===== src/rtl/neuron_mac_ctrl.sv =====
// neuron_mac_ctrl
// Initiator-side controller for one neuron in a layer of the shared-resource
// NN fabric. It reads NumInputs activation/weight pairs through the shared RAM
// arbiters, multiplies each pair on the shared fixed-point multiplier, keeps a
// wide signed dot-product accumulator, and writes one saturated output
// activation to address NeuronInstance.
//
// Ports:
//   clk_i, reset_i           clock, synchronous active-low reset
//   start_i / done_o         level start; done held until start_i falls
//   busy_o                   high outside IDLE and DONE
//   in_actv_*                activation RAM: req/grant, addr = k, read data
//   wgt_*                    weight RAM: req/grant, addr = NeuronInstance*NumInputs + k
//   out_actv_*               output RAM: req/grant, addr = NeuronInstance, we, data
//   mult_*                   multiplier: req/grant, start pulse, operands, status, product
//
// Build option: define NEURON_RELU_EN to clamp a negative result to zero
// before it is written.
module neuron_mac_ctrl #(
    parameter int NumInputs      = 49,
    parameter int DataWidth      = 8,
    parameter int FpWidth        = 4,
    parameter int NeuronInstance = 0,
    parameter int AddrWidth      = 16,
    parameter int AccWidth       = DataWidth + $clog2(NumInputs) + 1
) (
    input  logic                 clk_i,
    input  logic                 reset_i,
    input  logic                 start_i,
    output logic                 done_o,
    output logic                 busy_o,
    output logic                 in_actv_req_o,
    input  logic                 in_actv_grant_i,
    output logic [AddrWidth-1:0] in_actv_addr_o,
    output logic                 in_actv_we_o,
    input  logic [DataWidth-1:0] in_actv_din_i,
    output logic                 wgt_req_o,
    input  logic                 wgt_grant_i,
    output logic [AddrWidth-1:0] wgt_addr_o,
    output logic                 wgt_we_o,
    input  logic [DataWidth-1:0] wgt_din_i,
    output logic                 out_actv_req_o,
    input  logic                 out_actv_grant_i,
    output logic [AddrWidth-1:0] out_actv_addr_o,
    output logic                 out_actv_we_o,
    output logic [DataWidth-1:0] out_actv_dout_o,
    output logic                 mult_req_o,
    input  logic                 mult_grant_i,
    output logic                 mult_start_o,
    output logic [DataWidth-1:0] mult_a_o,
    output logic [DataWidth-1:0] mult_b_o,
    input  logic                 mult_done_i,
    input  logic                 mult_valid_i,
    input  logic                 mult_ovf_i,
    input  logic [DataWidth-1:0] mult_result_i
);

    localparam int KW = (NumInputs > 1) ? $clog2(NumInputs) : 1;
    localparam logic [KW-1:0]        KLast   = KW'(NumInputs - 1);
    localparam logic [AddrWidth-1:0] WgtBase = AddrWidth'(NeuronInstance * NumInputs);
    localparam logic [AddrWidth-1:0] OutAddr = AddrWidth'(NeuronInstance);
    localparam logic [DataWidth-1:0] DataMax = {1'b0, {(DataWidth-1){1'b1}}};
    localparam logic [DataWidth-1:0] DataMin = ~DataMax;
    localparam logic signed [AccWidth-1:0] AccMax =
        AccWidth'((32'sd1 <<< (DataWidth-1)) - 32'sd1);
    localparam logic signed [AccWidth-1:0] AccMin = ~AccMax;

    // The Q format only matters to the multiplier; reject a format with no integer bits.
    if (FpWidth >= DataWidth) begin : g_bad_fp
        $error("FpWidth must be smaller than DataWidth");
    end

    typedef enum logic [3:0] {
        S_IDLE     = 4'd0,
        S_ACT_REQ  = 4'd1,
        S_ACT_RD   = 4'd2,
        S_WGT_REQ  = 4'd3,
        S_WGT_RD   = 4'd4,
        S_MUL_REQ  = 4'd5,
        S_MUL_WAIT = 4'd6,
        S_ACC      = 4'd7,
        S_OUT_REQ  = 4'd8,
        S_DONE     = 4'd9
    } state_t;

    state_t                       state_q, state_d;
    logic [KW-1:0]                k_q, k_d;
    logic signed [AccWidth-1:0]   acc_q, acc_d;
    logic [DataWidth-1:0]         act_q, act_d;
    logic [DataWidth-1:0]         wgt_q, wgt_d;
    logic [DataWidth-1:0]         prod_s;
    logic [AccWidth-1:0]          prod_ext_s;
    logic [DataWidth-1:0]         sat_s;
    logic [DataWidth-1:0]         res_s;

    // State, index, accumulator and operand registers.
    always_ff @(posedge clk_i) begin
        if (!reset_i) begin
            state_q <= S_IDLE;
            k_q     <= '0;
            acc_q   <= '0;
            act_q   <= '0;
            wgt_q   <= '0;
        end else begin
            state_q <= state_d;
            k_q     <= k_d;
            acc_q   <= acc_d;
            act_q   <= act_d;
            wgt_q   <= wgt_d;
        end
    end

    // Product selection: an overflowing or invalid product saturates toward the sign of a*b.
    always_comb begin
        prod_s = mult_result_i;
        if (mult_ovf_i || !mult_valid_i) begin
            prod_s = (act_q[DataWidth-1] ^ wgt_q[DataWidth-1]) ? DataMin : DataMax;
        end else begin
            prod_s = mult_result_i;
        end
        prod_ext_s = {{(AccWidth-DataWidth){prod_s[DataWidth-1]}}, prod_s};
    end

    // Clamp the accumulator to the signed data range, then apply the optional ReLU.
    always_comb begin
        sat_s = acc_q[DataWidth-1:0];
        if (acc_q > AccMax) begin
            sat_s = DataMax;
        end else if (acc_q < AccMin) begin
            sat_s = DataMin;
        end else begin
            sat_s = acc_q[DataWidth-1:0];
        end
`ifdef NEURON_RELU_EN
        res_s = sat_s[DataWidth-1] ? {DataWidth{1'b0}} : sat_s;
`else
        res_s = sat_s;
`endif
    end

    // Next-state logic for the per-input read/multiply/accumulate sequence.
    always_comb begin
        state_d = state_q;
        k_d     = k_q;
        acc_d   = acc_q;
        act_d   = act_q;
        wgt_d   = wgt_q;
        case (state_q)
            S_IDLE: begin
                if (start_i) begin
                    state_d = S_ACT_REQ;
                    k_d     = '0;
                    acc_d   = '0;
                end else begin
                    state_d = S_IDLE;
                end
            end
            S_ACT_REQ: begin
                if (in_actv_grant_i) state_d = S_ACT_RD;
                else                 state_d = S_ACT_REQ;
            end
            S_ACT_RD: begin
                act_d   = in_actv_din_i;
                state_d = S_WGT_REQ;
            end
            S_WGT_REQ: begin
                if (wgt_grant_i) state_d = S_WGT_RD;
                else             state_d = S_WGT_REQ;
            end
            S_WGT_RD: begin
                wgt_d   = wgt_din_i;
                state_d = S_MUL_REQ;
            end
            S_MUL_REQ: begin
                if (mult_grant_i) state_d = S_MUL_WAIT;
                else              state_d = S_MUL_REQ;
            end
            S_MUL_WAIT: begin
                if (mult_done_i) begin
                    acc_d   = acc_q + $signed(prod_ext_s);
                    state_d = S_ACC;
                end else begin
                    state_d = S_MUL_WAIT;
                end
            end
            S_ACC: begin
                if (k_q == KLast) begin
                    state_d = S_OUT_REQ;
                end else begin
                    k_d     = k_q + {{(KW-1){1'b0}}, 1'b1};
                    state_d = S_ACT_REQ;
                end
            end
            S_OUT_REQ: begin
                if (out_actv_grant_i) state_d = S_DONE;
                else                  state_d = S_OUT_REQ;
            end
            S_DONE: begin
                if (!start_i) state_d = S_IDLE;
                else          state_d = S_DONE;
            end
            default: begin
                state_d = S_IDLE;
            end
        endcase
    end

    // Outputs decode the state register; the one-cycle strobes fire only on a granted cycle.
    always_comb begin
        in_actv_req_o   = (state_q == S_ACT_REQ);
        wgt_req_o       = (state_q == S_WGT_REQ);
        mult_req_o      = (state_q == S_MUL_REQ);
        out_actv_req_o  = (state_q == S_OUT_REQ);
        in_actv_addr_o  = in_actv_req_o ? AddrWidth'(k_q) : '0;
        wgt_addr_o      = wgt_req_o ? (WgtBase + AddrWidth'(k_q)) : '0;
        out_actv_addr_o = out_actv_req_o ? OutAddr : '0;
        out_actv_dout_o = out_actv_req_o ? res_s : '0;
        mult_start_o    = mult_req_o && mult_grant_i;
        out_actv_we_o   = out_actv_req_o && out_actv_grant_i;
        in_actv_we_o    = 1'b0;
        wgt_we_o        = 1'b0;
        mult_a_o        = act_q;
        mult_b_o        = wgt_q;
        done_o          = (state_q == S_DONE);
        busy_o          = (state_q != S_IDLE) && (state_q != S_DONE);
    end

endmodule


===== config.mk =====
export PLATFORM = sky130hd
export DESIGN_NAME = neuron_mac_ctrl
export DESIGN_NICKNAME = d
export VERILOG_FILES = /design/src/rtl/neuron_mac_ctrl.sv
export SDC_FILE = /design/constraint.sdc
export NUM_CORES = 1
export LEC_CHECK = 0
export ABC_AREA = 1
export BUFFER_PORTS_ARGS = -buffer_cell sky130_fd_sc_hd__buf_2
export CORE_ASPECT_RATIO = 1.1
export CORE_MARGIN = 2
export CORE_UTILIZATION = 35
export DETAILED_ROUTE_END_ITERATION = 7
export MAX_ROUTING_LAYER = met4
export PLACE_DENSITY = 0.71
export SYNTH_ARGS = -nofsm -noshare
export SYNTH_HDL_FRONTEND = slang
export SYNTH_SLANG_ARGS = --single-unit

===== constraint.sdc =====
create_clock -name clk_i -period 2.3 [get_ports clk_i]
set_input_delay 0.46 -clock clk_i [delete_from_list [all_inputs] [get_ports clk_i]]
set_output_delay 0.46 -clock clk_i [all_outputs]
set_load 0.01 [all_outputs]

==> out/qor.yml, run 1 <==
status:
  outcome: "finished clean"
sta:
  period_needed_ns: 2.13
  hold_violations: 0
  fin_worst_skew_ns: 0.00797
  fmax_ghz: 0.470
  timing.hold.ws_ns: 0.370
  period_share_pct: 92.4
  drv_slew: 0
  finalSetupViolations: 0
setup_path:
  required_ns: 2.51
  critPathKind: "flop to flop"
  r2r-start: "mult_a_o[7]"
  setup.worst_path.start: "mult_a_o[7]"
  worstPathMaxFanout: 5
  startpoint_type: "flop"
  arrival_ns: 2.34
  r2r_cells: 14
  cp-endpoint: "acc_q[5]"
  r2r_setup_slack_ns: 0.17
  r2r-end: "acc_q[5]"
  crit_path_end_kind: "flop"
synthesis:
  syn_inst: 513
  yosysSeqAreaShare_pct: 25.8
  ys_ff_latch: 41
  syn_avg_cell_area_sq_um: 6.19
  ys.warnings.count: 0
  synth_cell_type_count: 34
  syn-cell-area_sq_mm: 0.00318
route:
  finalWirelength_mm: 8.58
  dr.pass1.iters: 4
  wl_per_cell_um: 11.8
  first_iter_violations: 135
  via_per_inst: 4.57
  num_vias: 3318
  ant_nets: 0
  drc: 0
global_routing:
  grt_pass1_vias: 3220
  grt_overflow: 0
  grt_pass1_wl_mm: 14.2
  grt_max_degree: 21
  antenna_found_initial: 0
  grt.total_usage_pct: 18.2
die:
  core_sq_mm: 0.00883
  start_util_pct: 36.0
  dieArea_sq_mm: 0.00986
  die_h_um: 104
  io_pins: 116
  row_count: 36
  die_w_um: 94.8
placement:
  port_buffers: 77
  post-dp-hpwl_mm: 6.76
  place_congestion: 0.906
  post-place-cells: 718
final_layout:
  layoutNonFillerInstCount: 726
  fillCellCount: 951
  area_growth_pct: 21.3
  final_nets: 663
  diodes: 0
  final_layout_size_suffix_gt1_share_pct: 23.2
clock_network:
  root_buffer: "clkbuf_8"
  cts_tree: "yes"
  cts_buffers: 5
  clkLatencyLatePin_ns: 0.31
  clk_pin_slew_ns: 0.10
  cts_max_path_buffers: 2
  clock_sinks: 41
  htreeDepth: 2
pwr:
  p_per_area_mw_per_mm2: 452
  swShare_pct: 35.2
  p_comb_share_pct: 25.4
  vdd_ir_drop_max_v: 0.000292
  clkPwrFrac_pct: 31.4
  pwr-share-seq_pct: 43.2
  p_int_w: 0.00113
  p_leak_nw: 2.08
  switching_power_w: 0.000613
hold_path:
  worst_hold_path_type: "input port to flop"
run:
  drv_cap: 0
-- routing by layer --
layer | share of wire (%) | vias to the layer above | wire length [um] | GRT usage, %
met5 | 0 | - | 0 | -
met4 | 1.8 | 0 | 151 | 4.45
met3 | 5.4 | 11 | 464 | 2.90
met2 | 50 | 108 | 4290 | 32.0
met1 | 43 | 1479 | 3670 | 21.3
li1 | - | 1720 | - | -
-- cell usage in the layout, fill, tap and decap left out, types with 3 or more instances in the layout --
cell type and n:
dfxtp_1 39, nand3_1 28, nand2_4 3, nor3_1 8, nor2_4 3, ha_1 14, nor2_1 67, o21ai_0 26
nand4_1 6, clkbuf_8 5, buf_2 77, a21oi_1 36, ha_4 3, inv_2 7, nand2_2 5, conb_1 38
nand2_1 114, nor2_2 4, inv_1 81, buf_4 21, o21ai_1 4
-- registers in the layout, indices dropped and copies added (netlist names) --
signal    cells
acc_q        15
mult_a_o      8
mult_b_o      8
k_q           6
state_q       4
-- final cells by class --
class / count / area, sq um / area share (%)
multi-input combinational: 376 / 1910 / 49.6
clock inverter: 3 / 28.8 / 0.747
inverter: 89 / 334 / 8.67
clock buffer: 5 / 68.8 / 1.79
sequential: 41 / 823 / 21.4
timing repair buffer: 98 / 543 / 14.1
tap: 114 / 143 / 3.70
-- critical path: stages (launching register included) --
cell and delay [ns]:
dfxtp_2 0.35, inv_1 0.06, nand2_1 0.08, nand3_2 0.11
buf_4 0.18, o21ai_0 0.07, inv_1 0.06, ha_1 0.32
nor2_1 0.14, inv_1 0.05, nand3_1 0.09, nand2_2 0.09
or2_2 0.28, nand3_1 0.08, a21oi_1 0.06
-- worst min path at each step --
stage,from,endpoint,slack [ns],cells past startpoint
floorplan,acc_q[0],acc_q[0],0.46,2
global route,wgt_din_i[6],mult_b_o[6],0.37,3
CTS,wgt_din_i[6],mult_b_o[6],0.37,3
global placement,mult_a_o[3],mult_a_o[3],0.46,2
detailed placement,mult_a_o[6],mult_a_o[6],0.48,2
finish,wgt_din_i[3],mult_b_o[3],0.37,3
-- Yosys cell counts --
cell / n / area (sq um)
inv_1: 81 / 304
nand4_1: 6 / 37.5
xor2_1: 2 / 17.5
buf_4: 38 / 285
nand2_4: 3 / 33.8
nor3_1: 8 / 40.0
o21ai_1: 4 / 20.0
a21oi_1: 37 / 185
nand3b_1: 2 / 15.0
buf_2: 1 / 5.00
conb_1: 1 / 3.75
nand3_1: 30 / 150
o21ai_0: 26 / 130
ha_1: 17 / 213
nor2_8: 1 / 20.0
nor2_1: 67 / 251
nand2_2: 1 / 6.26
buf_6: 1 / 11.3
o21bai_1: 1 / 7.51
inv_2: 7 / 26.3
dfxtp_1: 41 / 821
clkinv_1: 1 / 3.75
o31ai_2: 1 / 12.5
clkbuf_1: 3 / 11.3
nor2_2: 4 / 25.0
xnor2_1: 1 / 8.76
o22ai_1: 1 / 6.26
nor2_4: 3 / 33.8
nand2_1: 118 / 443
fa_1: 1 / 20.0
a31oi_1: 1 / 6.26
or2_2: 2 / 12.5
and2_1: 1 / 6.26
buf_1: 1 / 3.75
-- through the flow --
step | cell area, sq um | worst slack (ns) | power [W] | setup TNS, ns | utilization (%)
2_1_floorplan | 3320 | 0.0336 | 0.00109 | 0 | -
3_3_place_gp | 3680 | -0.0614 | 0.00118 | -0.218 | 41.7
3_5_place_dp | 3680 | -0.133 | 0.00119 | -0.884 | 41.7
4_1_cts | 3780 | 0.0595 | 0.00173 | 0 | 42.8
5_1_grt | 3850 | -0.0705 | 0.00183 | -0.0969 | 43.6
6_report | 3850 | 0.174 | 0.00174 | 0 | 43.6
-- cells by family after synthesis --
| logic type | count (synthesis) | synth area share (%) |
|---|---|---|
| buffers and inverters | 133 | 20.5 |
| DFF | 41 | 25.8 |
| adders and majority gates | 18 | 7.33 |
| AOI/OAI and AO/OA | 71 | 11.6 |
| xor gates and xnor gates | 3 | 0.827 |
| other | 1 | 0.118 |
| and+or+nand+nor | 246 | 33.8 |
-- power by group through the flow --
stage	clock network, W	registers, W	logic [W]
CTS	0.000553	0.000752	0.000426
floorplan	0	0.000774	0.000315
finish	0.000546	0.000752	0.000442
detailed placement	0	0.000768	0.000425
global route	0.000578	0.000756	0.000499
global placement	0	0.000767	0.000417
-- what timing repair did --
| action | CTS | global route |
|---|---|---|
| buffers inserted | 0 | 0 |
| hold buffers | 0 | 0 |
| gates resized for setup | 0 | 14 |
| setup endpoints to repair | 0 | 19 |
Power figures use the tool's default switching activity.
==> run 2: changes to the inputs <==
--- a/config.mk
+++ b/config.mk
@@ -9,10 +9,10 @@
 export BUFFER_PORTS_ARGS = -buffer_cell sky130_fd_sc_hd__buf_2
 export CORE_ASPECT_RATIO = 1.1
 export CORE_MARGIN = 2
-export CORE_UTILIZATION = 35
+export CORE_UTILIZATION = 45
 export DETAILED_ROUTE_END_ITERATION = 7
 export MAX_ROUTING_LAYER = met4
-export PLACE_DENSITY = 0.71
+export PLACE_DENSITY = 0.86
 export SYNTH_ARGS = -nofsm -noshare
 export SYNTH_HDL_FRONTEND = slang
 export SYNTH_SLANG_ARGS = --single-unit
==> out/qor.yml, run 2 (synthesis results as in run 1) <==
status:
  outcome: "finished clean"
sta:
  worst_pin_slew_ns: 0.581
  period_share_pct: 96.4
  hold_violations: 0
  fin_worst_skew_ns: 0.0114
  finalSetupViolations: 0
  period_needed_ns: 2.22
  slew_headroom_pct: 61.1
  finalWorstSetupSlack_ns: 0.0827
  drv_slew: 0
  fmax_ghz: 0.451
  fin_tns_setup_ns: 0
clock_network:
  cts_hold_buf: 0
  cts_max_path_buffers: 2
  cts_buffers: 5
  clock_sinks: 41
  clkLatencyLatePin_ns: 0.30
  cts_tree: "yes"
  htreeDepth: 2
  clk_pin_slew_ns: 0.09
  root_buffer: "clkbuf_8"
die:
  start_util_pct: 45.9
  row_count: 32
  core_sq_mm: 0.00693
  die_h_um: 92.1
  dieArea_sq_mm: 0.00775
  die_w_um: 84.1
  io_pins: 116
final_layout:
  diodes: 0
  largest_register_ffs: 15
  final_nets: 659
  area_growth_pct: 19.5
  top_register: "acc_q"
  layout_common_cells: "115 x nand2_1, 81 x inv_1, 77 x buf_2"
  final_layout_size_suffix_gt1_share_pct: 22.5
  final_common_cell: "nand2_1"
setup_path:
  r2r-start: "mult_b_o[7]"
  slowest_stage: "o31ai_2"
  crit_path_end_kind: "primary output"
  worstPathMaxFanout: 7
  startpoint_type: "flop"
  r2r_setup_slack_ns: 0.13
  path_cells: "nor3_1 > nand2_1 > o31ai_2 > a21oi_1 > buf_2"
  r2r_cells: 13
  required_ns: 1.84
  cp_slowest_stage_delay_ns: 0.49
  r2r-end: "acc_q[8]"
  critPathKind: "flop to primary output"
  arrival_ns: 1.76
global_routing:
  grt.total_usage_pct: 21.8
  grt_pass1_vias: 3316
  grt_overflow: 0
  antenna_found_initial: 0
  grt_max_degree: 21
  grt_pass1_wl_mm: 13.9
route:
  first_iter_violations: 219
  num_vias: 3427
  ant_nets: 0
  dr.pass1.iters: 4
  finalWirelength_mm: 8.26
  drc: 0
  wl_per_cell_um: 11.9
  via_per_inst: 4.95
placement:
  port_buffers: 77
  place_congestion: 0.956
  post-dp-hpwl_mm: 6.41
  dpl_worst_slack_ns: -0.118
pwr:
  clkPwrFrac_pct: 34.5
  swShare_pct: 31.3
  p_int_w: 0.00125
  p_leak_nw: 2.06
  p_per_area_mw_per_mm2: 479
  vdd_ir_drop_max_v: 0.000284
  switching_power_w: 0.000568
  pwr-share-seq_pct: 41.4
  p_comb_share_pct: 24.2
hold_path:
  worst_hold_path_type: "input port to flop"
  whs_endpoint: "mult_b_o[4]"
  hold_depth: 3
  min_from: "wgt_din_i[4]"
run:
  drv_cap: 0
[run 2: changes by cell type in the layout (fill, tap and decap cells not counted), sizes merged]
cell      delta
clkinvlp     +1
bufinv       +1
clkbuf       +1
buf          -4
inv          -3
[run 2: timing repair]
action / 4_1_cts / 5_1_grt
endpoints found under the setup margin: 0 / 14
buffers inserted: 0 / 0
gates resized for setup: 0 / 13
[run 2: power groups by stage]
stage	registers [W]	clock network (W)	logic [W]
2_1_floorplan	0.000774	0	0.000315
3_3_place_gp	0.000766	0	0.000411
3_5_place_dp	0.000768	0	0.000420
4_1_cts	0.000751	0.000637	0.000423
5_1_grt	0.000756	0.000667	0.000489
6_report	0.000752	0.000626	0.000439
[run 2: final cells by class]
| type | instances | area, sq um |
|---|---|---|
| well taps | 85 | 106 |
| repair buffers | 94 | 513 |
| fillers | 672 | 3130 |
| clock inverters | 2 | 37.5 |
| multi-input cells | 376 | 1900 |
| flip-flops and latches | 41 | 823 |
| clock buffers | 6 | 82.6 |
| inverters | 89 | 334 |
[run 2: worst max-delay path by stage]
stage | startpoint | to | slack, ns
after floorplan | mult_ovf_i | acc_q[12] | 0.03
after global placement | mult_ovf_i | acc_q[5] | -0.04
after detailed placement | mult_ovf_i | acc_q[10] | -0.12
after CTS | mult_b_o[7] | acc_q[10] | 0.03
after global routing | mult_a_o[7] | acc_q[10] | -0.03
final | acc_q[8] | out_actv_dout_o[6] | 0.08
[run 2: per-layer routing]
metal / global-route usage (%) / wire, um
met4: 9.95 / 243
met3: 2.25 / 419
met1: 25.2 / 3460
met2: 38.0 / 4140
met5: - / 0
[run 2: through the flow]
stage          util [%]  total power (W)  std cells  hold slack [ns]  instance area (sq um)
4_1_cts            54.0          0.00181        693            0.376                   3740
6_report           54.8          0.00182        693            0.380                   3800
3_5_place_dp       52.2          0.00119        685            0.471                   3620
2_1_floorplan         -          0.00109        550            0.456                   3320
3_3_place_gp       52.2          0.00118        685            0.463                   3620
5_1_grt            54.8          0.00191        693            0.386                   3800
[run 2: worst max-delay path, delay by kind of cell (launching register included)]
kind | cells | cell delay, ns
AO/OA/AOI/OAI | 2 | 0.65
flip-flops | 1 | 0.36
AND/OR/NAND/NOR | 2 | 0.26
buffers and inverters | 1 | 0.18
==> run 3: changes to the inputs <==
--- a/config.mk
+++ b/config.mk
@@ -7,7 +7,6 @@
 export LEC_CHECK = 0
 export ABC_AREA = 1
 export BUFFER_PORTS_ARGS = -buffer_cell sky130_fd_sc_hd__buf_2
-export CORE_ASPECT_RATIO = 1.1
 export CORE_MARGIN = 2
 export CORE_UTILIZATION = 45
 export DETAILED_ROUTE_END_ITERATION = 7
==> out/qor.yml, run 3 (synthesis results as in run 1) <==
sta:
  fin_worst_skew_ns: 0.00858
  rsz0062_at_grt: "yes"
  timing.hold.ws_ns: 0.379
  worst_pin_slew_ns: 0.626
  finalWorstSetupSlack_ns: 0.112
  slew_headroom_pct: 58.0
  drv_slew: 0
  period_needed_ns: 2.19
  hold_violations: 0
  finalSetupViolations: 0
  fmax_ghz: 0.457
  period_share_pct: 95.1
global_routing:
  grt_max_degree: 22
  grt_pass1_vias: 3245
  grt.total_usage_pct: 22.4
  grt_pass1_wl_mm: 13.7
  antenna_found_initial: 0
  grt_overflow: 0
route:
  first_iter_violations: 211
  num_vias: 3400
  via_per_inst: 4.84
  ant_nets: 0
  wl_per_cell_um: 11.9
  finalWirelength_mm: 8.38
  drc: 0
  dr.pass1.iters: 7
clock_network:
  root_buffer: "clkbuf_8"
  cts_max_path_buffers: 2
  htreeDepth: 2
  cts_hold_buf: 0
  clock_sinks: 41
  cts_setup_buffers: 0
  clk_pin_slew_ns: 0.09
  cts_tree: "yes"
  cts_buffers: 5
  clkLatencyLatePin_ns: 0.30
die:
  row_count: 30
  io_pins: 116
  die_h_um: 88.0
  start_util_pct: 46.5
  die_w_um: 88.0
  dieArea_sq_mm: 0.00775
  core_sq_mm: 0.00683
placement:
  port_buffers: 77
  dpl-instance-area_sq_mm: 0.00362
  post-dp-hpwl_mm: 6.46
  place_congestion: 0.966
  dpl_worst_slack_ns: -0.190
final_layout:
  top_register: "acc_q"
  final_area_sq_mm: 0.00382
  area_growth_pct: 20.4
  layout_common_cells: "116 x nand2_1, 81 x inv_1, 77 x buf_2"
  largest_register_ffs: 15
  final_common_cell: "nand2_1"
  diodes: 0
  final_layout_size_suffix_gt1_share_pct: 22.6
  final_nets: 657
setup_path:
  worstPathMaxFanout: 7
  startpoint_type: "flop"
  cp-endpoint: "out_actv_dout_o[0]"
  r2r-end: "acc_q[14]"
  arrival_ns: 1.73
  required_ns: 1.84
  setup.worst_path.start: "state_q[1]"
  r2r_setup_slack_ns: 0.14
  critPathKind: "flop to primary output"
  crit_path_end_kind: "primary output"
  r2r_cells: 15
  r2r-start: "mult_b_o[7]"
pwr:
  p_leak_nw: 2.04
  vdd_ir_drop_max_v: 0.000289
  p_per_area_mw_per_mm2: 443
run:
  drv_cap: 0
hold_path:
  worst_hold_path_type: "input port to flop"
status:
  outcome: "finished clean"
==> run 3: cell types whose count changed in the layout (fill, tap and decap cells not counted), moves of 2 or more <==
cell,previous run,this run
buf_4,17,15
ha_1,15,11
ha_4,2,6
nand2_2,4,2
==> run 3: critical path: stages (launching register included) <==
cell and delay, ns:
dfxtp_1 0.35, nor2_1 0.21, nand3_1 0.20, inv_1 0.16
nand2_1 0.16, a21oi_1 0.19, buf_2 0.16
==> run 3: worst min-delay path by stage <==
stage,from,endpoint,slack [ns],cells past startpoint
after floorplan,acc_q[0],acc_q[0],0.46,2
after global placement,mult_a_o[6],mult_a_o[6],0.46,2
after detailed placement,mult_a_o[3],mult_a_o[3],0.48,2
after CTS,wgt_din_i[0],mult_b_o[0],0.38,3
after global routing,wgt_din_i[0],mult_b_o[0],0.39,3
final,wgt_din_i[4],mult_b_o[4],0.38,3
==> run 3: per-stage QoR <==
stage	TNS [ns]	cells	power (W)	utilization, %
finish	0	702	0.00169	56.0
global route	-0.0220	702	0.00178	56.0
CTS	0	702	0.00167	54.4
detailed placement	-1.19	694	0.00118	52.9
global placement	-0.0272	694	0.00117	52.9
floorplan	0	550	0.00109	-
==> run 3: final cells by class <==
cell class | instances | area (sq um)
repair buffers | 92 | 498
fillers | 638 | 3010
inverters | 89 | 334
flip-flops and latches | 41 | 823
clock buffers | 6 | 72.6
clock inverters | 2 | 15.0
well taps | 96 | 120
multi-input cells | 376 | 1960
==> run 3: power by group <==
| group | leakage (nW) | internal (W) | switching [W] |
|---|---|---|---|
| clock network | 0.0374 | 0.000215 | 0.000282 |
| logic | 1.67 | 0.000162 | 0.000283 |
| registers | 0.333 | 0.000736 | 0.0000174 |
| total | 2.04 | 0.00111 | 0.000582 |
==> run 3: layer usage <==
metal	vias to the layer above	global-route usage [%]	share of wire, %
met3	19	3.86	6.7
met1	1528	25.1	41
met2	147	39.7	50
met4	0	8.13	2.1
met5	-	-	0
li1	1706	-	-
==> run 3: timing repair <==
action                                  4_1_cts  5_1_grt
pin swaps                                     0        1
endpoints found under the setup margin        4       19
resized for setup                             3       17
